$ cat config.mk
export PLATFORM = sky130hd
export DESIGN_NAME = bpred_update_ctrl_flat
export DESIGN_NICKNAME = d
export VERILOG_FILES = /design/src/rtl/bpred_pkg.sv /design/src/rtl/bpred_update_ctrl_if.sv /design/src/rtl/bpred_fifo.sv /design/src/rtl/bpred_update_ctrl.sv /design/src/flat_wrapper.sv
export SDC_FILE = /design/constraint.sdc
export NUM_CORES = 1
export LEC_CHECK = 0
export ABC_AREA = 1
export CAP_MARGIN = 25
export CORE_MARGIN = 2
export CORE_UTILIZATION = 50
export CTS_BUF_LIST = sky130_fd_sc_hd__clkbuf_16
export CTS_CLUSTER_SIZE = 40
export DETAILED_ROUTE_END_ITERATION = 10
export PLACE_DENSITY_LB_ADDON = 0.12
export SYNTH_ARGS = -nofsm -noshare
export SYNTH_HDL_FRONTEND = slang
export SYNTH_HIERARCHICAL = 1
export SYNTH_SLANG_ARGS = --single-unit
$ cat constraint.sdc
create_clock -name clk -period 2.5 [get_ports clk]
set_input_delay 0.625 -clock clk [delete_from_list [all_inputs] [get_ports clk]]
set_output_delay 0.625 -clock clk [all_outputs]
set_load 0.05 [all_outputs]
$ cat src/rtl/bpred_pkg.sv
// Shared constants, counter encodings and saturating helpers for the
// branch-predictor update control stage.
package bpred_pkg;

  localparam int unsigned DEF_IDX_W   = 4;
  localparam int unsigned NUM_ENTRIES = 2 ** DEF_IDX_W;
  localparam int unsigned CNT_W       = 2;

  // Two-bit counter encodings
  localparam logic [CNT_W-1:0] SNT = 2'd0;
  localparam logic [CNT_W-1:0] WNT = 2'd1;
  localparam logic [CNT_W-1:0] WT  = 2'd2;
  localparam logic [CNT_W-1:0] ST  = 2'd3;

  // Outstanding-prediction queue entry at the default index width
  typedef struct packed {
    logic [DEF_IDX_W-1:0] idx;
    logic                 pred;
  } q_entry_t;

  // Saturating increment toward strongly-taken
  function automatic logic [CNT_W-1:0] sat_inc(input logic [CNT_W-1:0] c);
    return (c == ST) ? ST : CNT_W'(c + CNT_W'(1));
  endfunction

  // Saturating decrement toward strongly-not-taken
  function automatic logic [CNT_W-1:0] sat_dec(input logic [CNT_W-1:0] c);
    return (c == SNT) ? SNT : CNT_W'(c - CNT_W'(1));
  endfunction

endpackage

$ cat src/rtl/bpred_update_ctrl_if.sv
// Lookup / resolve / counter-file bus of the predictor update stage.
// master = surrounding pipeline and counter file, slave = bpred_update_ctrl.
interface bpred_update_ctrl_if
  import bpred_pkg::*;
#(
  parameter int unsigned IDX_W = 4,
  parameter int unsigned DEPTH = 4
);

  localparam int unsigned NUM   = 2 ** IDX_W;
  localparam int unsigned OCC_W = $clog2(DEPTH) + 1;

  logic [CNT_W*NUM-1:0] cnt_in;
  logic                 lookup_valid;
  logic [IDX_W-1:0]     lookup_idx;
  logic                 lookup_ready;
  logic                 pred_taken;
  logic                 resolve_valid;
  logic                 resolve_taken;
  logic                 flush;
  logic [CNT_W-1:0]     wr_data;
  logic [NUM-1:0]       wr_en;
  logic                 mispredict;
  logic                 resolve_err;
  logic [OCC_W-1:0]     outstanding;

  modport master (
    output cnt_in, lookup_valid, lookup_idx, resolve_valid, resolve_taken, flush,
    input  lookup_ready, pred_taken, wr_data, wr_en, mispredict, resolve_err, outstanding
  );

  modport slave (
    input  cnt_in, lookup_valid, lookup_idx, resolve_valid, resolve_taken, flush,
    output lookup_ready, pred_taken, wr_data, wr_en, mispredict, resolve_err, outstanding
  );

endinterface

$ cat src/rtl/bpred_fifo.sv
// Synchronous FIFO with push/pop/flush and registered occupancy count.
// Push is ignored when full, pop when empty; flush empties it at the edge.
module bpred_fifo #(
  parameter int unsigned DW    = 5,
  parameter int unsigned DEPTH = 4
) (
  input  logic                       clk,
  input  logic                       reset,
  input  logic                       i_push,
  input  logic                       i_pop,
  input  logic                       i_flush,
  input  logic [DW-1:0]              i_data,
  output logic [DW-1:0]              o_head_c,
  output logic                       o_full_c,
  output logic                       o_empty_c,
  output logic [$clog2(DEPTH):0]     o_count
);

  localparam int unsigned PTR_W = $clog2(DEPTH);
  localparam int unsigned OCC_W = PTR_W + 1;

  logic [DW-1:0]    r_mem [DEPTH];
  logic [PTR_W-1:0] r_wr_ptr;
  logic [PTR_W-1:0] r_rd_ptr;
  logic [OCC_W-1:0] r_count;
  logic             w_push_ok;
  logic             w_pop_ok;

  assign o_full_c  = (r_count == OCC_W'(DEPTH));
  assign o_empty_c = (r_count == '0);
  assign o_head_c  = r_mem[r_rd_ptr];
  assign o_count   = r_count;
  assign w_push_ok = i_push && !o_full_c && !i_flush;
  assign w_pop_ok  = i_pop && !o_empty_c && !i_flush;

  // Pointer and occupancy tracking; pointers wrap naturally at DEPTH
  always_ff @(posedge clk or posedge reset) begin
    if (reset) begin
      r_wr_ptr <= '0;
      r_rd_ptr <= '0;
      r_count  <= '0;
    end else if (i_flush) begin
      r_wr_ptr <= '0;
      r_rd_ptr <= '0;
      r_count  <= '0;
    end else begin
      if (w_push_ok) r_wr_ptr <= r_wr_ptr + PTR_W'(1);
      if (w_pop_ok)  r_rd_ptr <= r_rd_ptr + PTR_W'(1);
      case ({w_push_ok, w_pop_ok})
        2'b10:   r_count <= r_count + OCC_W'(1);
        2'b01:   r_count <= r_count - OCC_W'(1);
        default: r_count <= r_count;
      endcase
    end
  end

  // Entry storage; contents beyond the valid window are don't-care
  always_ff @(posedge clk) begin
    if (w_push_ok) r_mem[r_wr_ptr] <= i_data;
  end

endmodule

$ cat src/rtl/bpred_update_ctrl.sv
// Update control stage around the 2-bit counter file of the branch predictor:
// predicts lookups, queues in-flight predictions, and issues saturating
// counter writes on resolve with a one-cycle bypass of the pending write.
// Optional statistics counters are enabled with `define BPRED_STATS_EN.
module bpred_update_ctrl
  import bpred_pkg::*;
#(
  parameter int unsigned IDX_W = 4,
  parameter int unsigned DEPTH = 4
) (
  input  logic                   clk,
  input  logic                   reset,
  bpred_update_ctrl_if.slave     bus
`ifdef BPRED_STATS_EN
  ,
  output logic [15:0]            stat_resolved,
  output logic [15:0]            stat_mispred
`endif
);

  localparam int unsigned NUM   = 2 ** IDX_W;
  localparam int unsigned OCC_W = $clog2(DEPTH) + 1;
  localparam int unsigned QW    = IDX_W + 1;

  logic [CNT_W-1:0] w_eff [NUM];
  logic [QW-1:0]    w_push_data;
  logic [QW-1:0]    w_head;
  logic [IDX_W-1:0] w_head_idx;
  logic             w_head_pred;
  logic [CNT_W-1:0] w_head_eff;
  logic [CNT_W-1:0] w_next_cnt;
  logic             w_full;
  logic             w_empty;
  logic [OCC_W-1:0] w_count;
  logic             w_pred;
  logic             w_push;
  logic             w_pop;
  logic             w_err;

  logic [NUM-1:0]   r_wr_en;
  logic [CNT_W-1:0] r_wr_data;
  logic             r_mispredict;
  logic             r_resolve_err;

  // Effective counters: the pending write overrides the file output
  always_comb begin
    for (int i = 0; i < NUM; i++) begin
      w_eff[i] = r_wr_en[i] ? r_wr_data : bus.cnt_in[CNT_W*i +: CNT_W];
    end
  end

  assign w_pred       = w_eff[bus.lookup_idx][CNT_W-1];
  assign w_push       = bus.lookup_valid && !w_full && !bus.flush;
  assign w_pop        = bus.resolve_valid && !w_empty && !bus.flush;
  assign w_err        = bus.resolve_valid && w_empty && !bus.flush;
  assign w_push_data  = {bus.lookup_idx, w_pred};
  assign w_head_idx   = w_head[QW-1:1];
  assign w_head_pred  = w_head[0];
  assign w_head_eff   = w_eff[w_head_idx];
  assign w_next_cnt   = bus.resolve_taken ? sat_inc(w_head_eff) : sat_dec(w_head_eff);

  bpred_fifo #(
    .DW    (QW),
    .DEPTH (DEPTH)
  ) u_queue (
    .clk       (clk),
    .reset     (reset),
    .i_push    (w_push),
    .i_pop     (w_pop),
    .i_flush   (bus.flush),
    .i_data    (w_push_data),
    .o_head_c  (w_head),
    .o_full_c  (w_full),
    .o_empty_c (w_empty),
    .o_count   (w_count)
  );

  // Registered write/mispredict/error pulses for the resolved branch
  always_ff @(posedge clk or posedge reset) begin
    if (reset) begin
      r_wr_en       <= '0;
      r_wr_data     <= '0;
      r_mispredict  <= 1'b0;
      r_resolve_err <= 1'b0;
    end else begin
      r_wr_en       <= w_pop ? (NUM'(1) << w_head_idx) : '0;
      r_wr_data     <= w_pop ? w_next_cnt : '0;
      r_mispredict  <= w_pop && (w_head_pred != bus.resolve_taken);
      r_resolve_err <= w_err;
    end
  end

`ifdef BPRED_STATS_EN
  logic [15:0] r_stat_resolved;
  logic [15:0] r_stat_mispred;

  // Saturating counts of accepted resolves and of mispredicts
  always_ff @(posedge clk or posedge reset) begin
    if (reset) begin
      r_stat_resolved <= '0;
      r_stat_mispred  <= '0;
    end else begin
      if (w_pop && (r_stat_resolved != 16'hFFFF))
        r_stat_resolved <= r_stat_resolved + 16'd1;
      if (w_pop && (w_head_pred != bus.resolve_taken) && (r_stat_mispred != 16'hFFFF))
        r_stat_mispred <= r_stat_mispred + 16'd1;
    end
  end

  assign stat_resolved = r_stat_resolved;
  assign stat_mispred  = r_stat_mispred;
`endif

  assign bus.lookup_ready = !w_full;
  assign bus.pred_taken   = w_pred;
  assign bus.wr_en        = r_wr_en;
  assign bus.wr_data      = r_wr_data;
  assign bus.mispredict   = r_mispredict;
  assign bus.resolve_err  = r_resolve_err;
  assign bus.outstanding  = w_count;

endmodule

$ cat src/flat_wrapper.sv
// flat-port wrapper written by rule: the top's interface ports become plain ports
module bpred_update_ctrl_flat import bpred_pkg::*;
#(
  parameter int unsigned IDX_W = 4,
  parameter int unsigned DEPTH = 4
)
  (clk, reset, bus_cnt_in, bus_lookup_valid, bus_lookup_idx, bus_resolve_valid, bus_resolve_taken, bus_flush, bus_lookup_ready, bus_pred_taken, bus_wr_data, bus_wr_en, bus_mispredict, bus_resolve_err, bus_outstanding);
  bpred_update_ctrl_if #(.IDX_W(IDX_W), .DEPTH(DEPTH)) bus_i ();
  input  logic clk;
  input  logic reset;
  input wire logic [$bits(bus_i.cnt_in)-1:0] bus_cnt_in;
  input wire logic [$bits(bus_i.lookup_valid)-1:0] bus_lookup_valid;
  input wire logic [$bits(bus_i.lookup_idx)-1:0] bus_lookup_idx;
  input wire logic [$bits(bus_i.resolve_valid)-1:0] bus_resolve_valid;
  input wire logic [$bits(bus_i.resolve_taken)-1:0] bus_resolve_taken;
  input wire logic [$bits(bus_i.flush)-1:0] bus_flush;
  output wire logic [$bits(bus_i.lookup_ready)-1:0] bus_lookup_ready;
  output wire logic [$bits(bus_i.pred_taken)-1:0] bus_pred_taken;
  output wire logic [$bits(bus_i.wr_data)-1:0] bus_wr_data;
  output wire logic [$bits(bus_i.wr_en)-1:0] bus_wr_en;
  output wire logic [$bits(bus_i.mispredict)-1:0] bus_mispredict;
  output wire logic [$bits(bus_i.resolve_err)-1:0] bus_resolve_err;
  output wire logic [$bits(bus_i.outstanding)-1:0] bus_outstanding;
  assign bus_i.cnt_in = bus_cnt_in;
  assign bus_i.lookup_valid = bus_lookup_valid;
  assign bus_i.lookup_idx = bus_lookup_idx;
  assign bus_i.resolve_valid = bus_resolve_valid;
  assign bus_i.resolve_taken = bus_resolve_taken;
  assign bus_i.flush = bus_flush;
  assign bus_lookup_ready = bus_i.lookup_ready;
  assign bus_pred_taken = bus_i.pred_taken;
  assign bus_wr_data = bus_i.wr_data;
  assign bus_wr_en = bus_i.wr_en;
  assign bus_mispredict = bus_i.mispredict;
  assign bus_resolve_err = bus_i.resolve_err;
  assign bus_outstanding = bus_i.outstanding;
  bpred_update_ctrl #(.IDX_W(IDX_W), .DEPTH(DEPTH)) u_core (.clk(clk), .reset(reset), .bus(bus_i));
endmodule
; After elaboration in Yosys (flattened, before gate mapping)
; Memories as Yosys holds them, arrays and structs flattened.
; Index checks and enable logic that the tools add are counted.
; W data, S select, Z words.
[totals]
n_memories = 1
ff_bits = 27
word_cells = 78
output_inout_bits = 25
mem_bits_rw = 20
inputBits = 42
[op_classes]
bitwise = 2
n_mux = 35
n_lt_le_gt_ge = 2
n_reduce_logical = 19
shifts = 1
addsub = 6
eq_ne = 5
[memory_table]
columns = name, depth, width, rd, rd_clocked_by_memory_dff, wr, line_no
row1 = u_core.u_queue.r_mem, 4, 5, 1, 0, 1, bpred_fifo.sv:22  ; logic [DW-1:0] r_mem [DEPTH];
[ops]
columns = cell, count
row1 = $mux W2, 28
row2 = $bmux W2 S4, 2
row3 = $mux W16, 1
row4 = $shl A1 B4 Y16 const A, 1
row5 = $logic_and A1 B1 Y1, 11
row6 = $ge A5 B5 Y1 const B, 2
row7 = $not A4 Y5, 2
row8 = $add A2 B1 Y2 const B, 3
row9 = $pmux W3 S2, 1
row10 = $eq A2 B2 Y1 const B, 2
row11 = $reduce_bool A2 Y1, 2
row12 = $add A3 B1 Y3 const B, 1
row13 = $eq A3 B3 Y1 const B, 1
row14 = $logic_not A1 Y1, 3
row15 = $logic_not A3 Y1, 1
row16 = $mux W3, 1
row17 = $reduce_bool A3 Y1, 1
row18 = $sub A3 B1 Y3 const B, 1
row19 = $eq A2 B1 Y1 const B, 1
row20 = $logic_not A2 Y1, 1
row21 = $mux W1, 2
row22 = $sub A2 B1 Y2 const B, 1
row23 = $ne A1 B1 Y1, 1

; Depth between registers and ports, before layout
; Gate-level depths: netlist of the first run.
[depth]
word_depth = 9
mapped_depth = 16
mapped_depth_nobuf = 16

; By module
; Netlist of the first run, hierarchy kept.
[modules_own_cells]
columns = mod, cells_each, seq_area_each_um2, instances, area_per_inst_um2
row1 = bpred_update_ctrl, 244, 500.5, 1, 1491.4
row2 = bpred_fifo, 116, 775.7, 1, 1234.9

; Worst setup path before layout of the first run
; No wires, ideal clock.
[synth_path]
kind = register -> output
from = reg u_core.r_wr_data[1], in the netlist u_core/bus.wr_data[1]
to = out bus_pred_taken
path_buffers = 1
path_slack_ps = -438
t_required_ps = 1875
path_stages_with_launch = 10
t_arrival_ps = 2313
cell_sequence = dfrtp_1 buf_2 inv_1 nand2_1 o21ai_0 nand2_1 o211ai_1 o211ai_1 nand2_1 o22ai_1
[synth_via]
elab_chain_cells = 4
word_cells_on_any_way = 19
classes_between = mux (19)
[synth_lines]
columns = item, line_no
row1 = start: declaration, bpred_update_ctrl.sv:41  ; logic [CNT_W-1:0] r_wr_data;
row2 = start signal: assignment, bpred_update_ctrl.sv:87  ; r_wr_data <= w_pop ? w_next_cnt : '0;
row3 = $mux W2, bpred_update_ctrl.sv:48  ; w_eff[i] = r_wr_en[i] ? r_wr_data : bus.cnt_in[CNT_W*i +: CNT_W];
row4 = $bmux W2 S4 *, bpred_update_ctrl.sv:52  ; assign w_pred = w_eff[bus.lookup_idx][CNT_W-1];
row5 = $mux W2 (implied by the code) * (2 in a row), bpred_update_ctrl.sv:52
row6 = end: declaration, flat_wrapper.sv:18  ; output wire logic [$bits(bus_i.pred_taken)-1:0] bus_pred_taken;
; Mark *: on every way between the ends. The rest lies on a longest branch, timed or not. The select of a mux whose other input is x is not followed.

; Worst setup path after layout of the first run
[layout_path]
from = in bus_cnt_in[1]
to = out bus_pred_taken
[layout_via]
elab_chain_cells = 4
[layout_lines]
columns = item, line_no
row1 = start: declaration, flat_wrapper.sv:11  ; input wire logic [$bits(bus_i.cnt_in)-1:0] bus_cnt_in;
row2 = $mux W2, bpred_update_ctrl.sv:48
row3 = $bmux W2 S4, bpred_update_ctrl.sv:52
row4 = $mux W2 (implied by the code) (2 in a row), bpred_update_ctrl.sv:52
; Every way passes these cells. The select of a mux whose other input is x is not followed.

==> metrics.csv, run 1 <==
metric,value,unit
p_leak,1.768,nW
power,2.651,mW
synth.avg_cell_area,7.573,um2
vias,2851,
dp_worst_setup_slack,-0.2693,ns
fin_crit,2.487,ns
finalSetupViolations,0,
yosys.area.top_type,dfrtp_1,
placed_cell_area,0.003662,mm2
grt_antenna_before_repair,0,
fillers,384,
dr.pass1.iters,6,
critPathLaunchType,input port,
nets,508,
finalHoldViolCount,0,
hpwlAfterDp,5631,um
setup_ws,0.01309,ns
gp_congestion,0.9001,
die_area,0.006059,mm2
drt_iter0_markers,255,
slew_viol_final,0,
netlist_area,0.002726,mm2
postRouteAntennaNets,0,
critical_path_arrival,1.86,ns
synthMuxAreaShare,0,
cp_max_fo,2,
n_antenna_cell,0,
insertion_delay,0.28,ns
synthAdderAreaFrac,0.02570,
critPathCaptureType,primary output,
fmax,402.1,MHz
wirelength,7930,um
core_area,0.005172,mm2
final_cell_area,0.003931,mm2
cts_hold_buf,0,
power_density,674.4,mW/mm2
period_share,0.9948,
drive_gt1_frac,0.1861,
maxCapViolCount,0,
synth_warnings,6,
grt_max_degree,21,
setup-tns-final,0,ns
grt_pass1_wl,12830,um
layout_commonest_cell,nand2_1,
ys_seq_area_frac,0.4681,
synth-compound-area-share,0.1418,
io_pins,67,
clock-sinks,47,
area_growth,44.19,%
numCtsBuffers,5,
fp.dieH,77.84,um
avgViaCountPerCell,5.359,
peakVddDrop,0.0005637,V
status,"complete, no violations",
cts-htree-levels,2,
synthesis.nets,407,
mostFrequentLayoutCells,"97 x nand2_1, 48 x nor2_1, 47 x clkdlybuf4s50_1, 43 x inv_1, 33 x buf_4",
ys_top_cells_by_area,"dfrtp_1 25%, edfxtp_1 22%, nand2_1 14%",
cts_tree,done,
post_drt_wl_per_cell,14.91,um
fin_skew,0.007894,ns
relSlewSlack,0.4870,
gr-total-overflow,0,
root_buffer,clkbuf_16,
required,1.88,ns
grt_pass1_vias,2614,
min-delay-path-class,reg -> reg,
ys_seq_elements,47,
drc,0,
syn_inst,360,
std_cell_rows,26,
criticalPathCategory,in -> out,
dieWidth,77.84,um
rsz0062_at_grt,yes,
cts.clk_slew.worst_paths,0.07,ns
initial_core_util,0.5271,
yosysUniqueCellTypes,27,
whs,0.5318,ns
worstMarginPinSlew,0.7687,ns
synth_top_family_by_area,simple AND/OR/NAND/NOR gates,
synth_xor_area_frac,0.006425,
cts_max_path_buffers,2,
synth_simple_gate_area_frac,0.2809,
io_buffers,66,
synth_top_area_share,0.2478,
grt_usage,0.2702,
-- power by group --
part	total, mW	switching, mW	internal, mW
logic	1.07	0.674	0.394
registers	0.929	0.0634	0.866
clock network	0.653	0.280	0.373
total	2.65	1.02	1.63
-- through the flow --
step,cells,util
after detailed placement,516,0.7080
after CTS,530,0.7535
after global routing,532,0.7600
after global placement,516,0.7080
after floorplan,360,-
final,532,0.7600
-- sequential cells by signal, summed over array words and instances (netlist names) --
register                 count
u_core/u_queue/r_mem        20
u_core/bus.wr_en            16
u_core/u_queue/o_count       3
u_core/bus.wr_data           2
u_core/u_queue/r_rd_ptr      2
u_core/u_queue/r_wr_ptr      2
u_core/bus.mispredict        1
u_core/bus.resolve_err       1
-- repair_timing --
action | CTS | global route
pin swaps | 30 | 10
resized for setup | 45 | 11
buffers inserted | 7 | 2
setup endpoints to repair | 1 | 2
-- synth_stat cells --
| cell type | count |
|---|---|
| nor2_1 | 52 |
| ha_1 | 4 |
| nand2_1 | 102 |
| buf_2 | 3 |
| nand3_2 | 1 |
| a21oi_2 | 1 |
| fa_1 | 1 |
| nand4_1 | 1 |
| nand3_1 | 10 |
| clkbuf_1 | 3 |
| nor2_4 | 2 |
| a21oi_1 | 14 |
| a21boi_1 | 1 |
| edfxtp_1 | 20 |
| clkinv_1 | 1 |
| nor3_1 | 6 |
| dfrtp_1 | 27 |
| inv_2 | 4 |
| xnor2_1 | 2 |
| o22ai_1 | 6 |
| o211ai_1 | 17 |
| o21ai_0 | 22 |
| o21ai_1 | 5 |
| inv_1 | 44 |
| nor4_1 | 1 |
| nor2_2 | 3 |
| nand2_2 | 7 |
-- logic make-up after synthesis --
| group | count (synthesis) |
|---|---|
| XOR/XNOR | 2 |
| AO/OA/AOI/OAI | 66 |
| flip-flops | 47 |
| buffers and inverters | 55 |
| AND/OR/NAND/NOR | 185 |
| adder cells (fa/ha/maj) | 5 |
-- metal layers --
metal | routed length (um) | GRT usage
met1 | 3377 | 0.3718
met2 | 3667 | 0.4345
met3 | 708 | 0.04767
met4 | 177 | 0.08571
met5 | 0 | 0
-- area by class of cell --
class | count | area [um2] | share of cell area
multi-input cells | 258 | 1310 | 0.3332
flip-flops and latches | 47 | 1280 | 0.3256
repair buffers | 100 | 914.6 | 0.2327
inverters | 49 | 188.9 | 0.04806
clock buffers | 5 | 125.1 | 0.03183
well taps | 70 | 87.58 | 0.02228
clock inverters | 3 | 25.02 | 0.006365
-- path summary, 6_finish.rpt --
| check | startpoint | endpoint | slack, ns | depth (start not counted) |
|---|---|---|---|---|
| max reg2reg | u_core/u_queue/r_rd_ptr[1]$_DFFE_PP0P_ | u_core/bus.wr_data[1]$_DFF_PP0_ | 0.23 | 14 |
| min | u_core/u_queue/o_count[0]$_DFFE_PP0P_ | u_core/u_queue/o_count[0]$_DFFE_PP0P_ | 0.53 | 1 |
| min reg2reg | u_core/u_queue/o_count[0]$_DFFE_PP0P_ | u_core/u_queue/o_count[0]$_DFFE_PP0P_ | 0.53 | 1 |
| max in group asynchronous | reset | u_core/bus.wr_data[1]$_DFF_PP0_ | 1.16 | 2 |
| min in group asynchronous | reset | u_core/u_queue/o_count[2]$_DFFE_PP0P_ | 0.60 | 2 |
| max | bus_cnt_in[1] | bus_pred_taken | 0.01 | 8 |
-- worst max-delay path, stage by stage --
cell             delay [ns]
clkdlybuf4s50_1        0.46
inv_1                  0.05
nand2_2                0.07
a21oi_2                0.06
o21ai_2                0.15
nor2_2                 0.06
o22ai_4                0.21
buf_12                 0.17
Power figures use the tool's default switching activity.
==> run 2, diff against run 1 <==
- TNS_END_PERCENT: default -> 10
==> results of run 2 <==
Same layout as run 1: the final DEF is identical, and so are final timing and power.
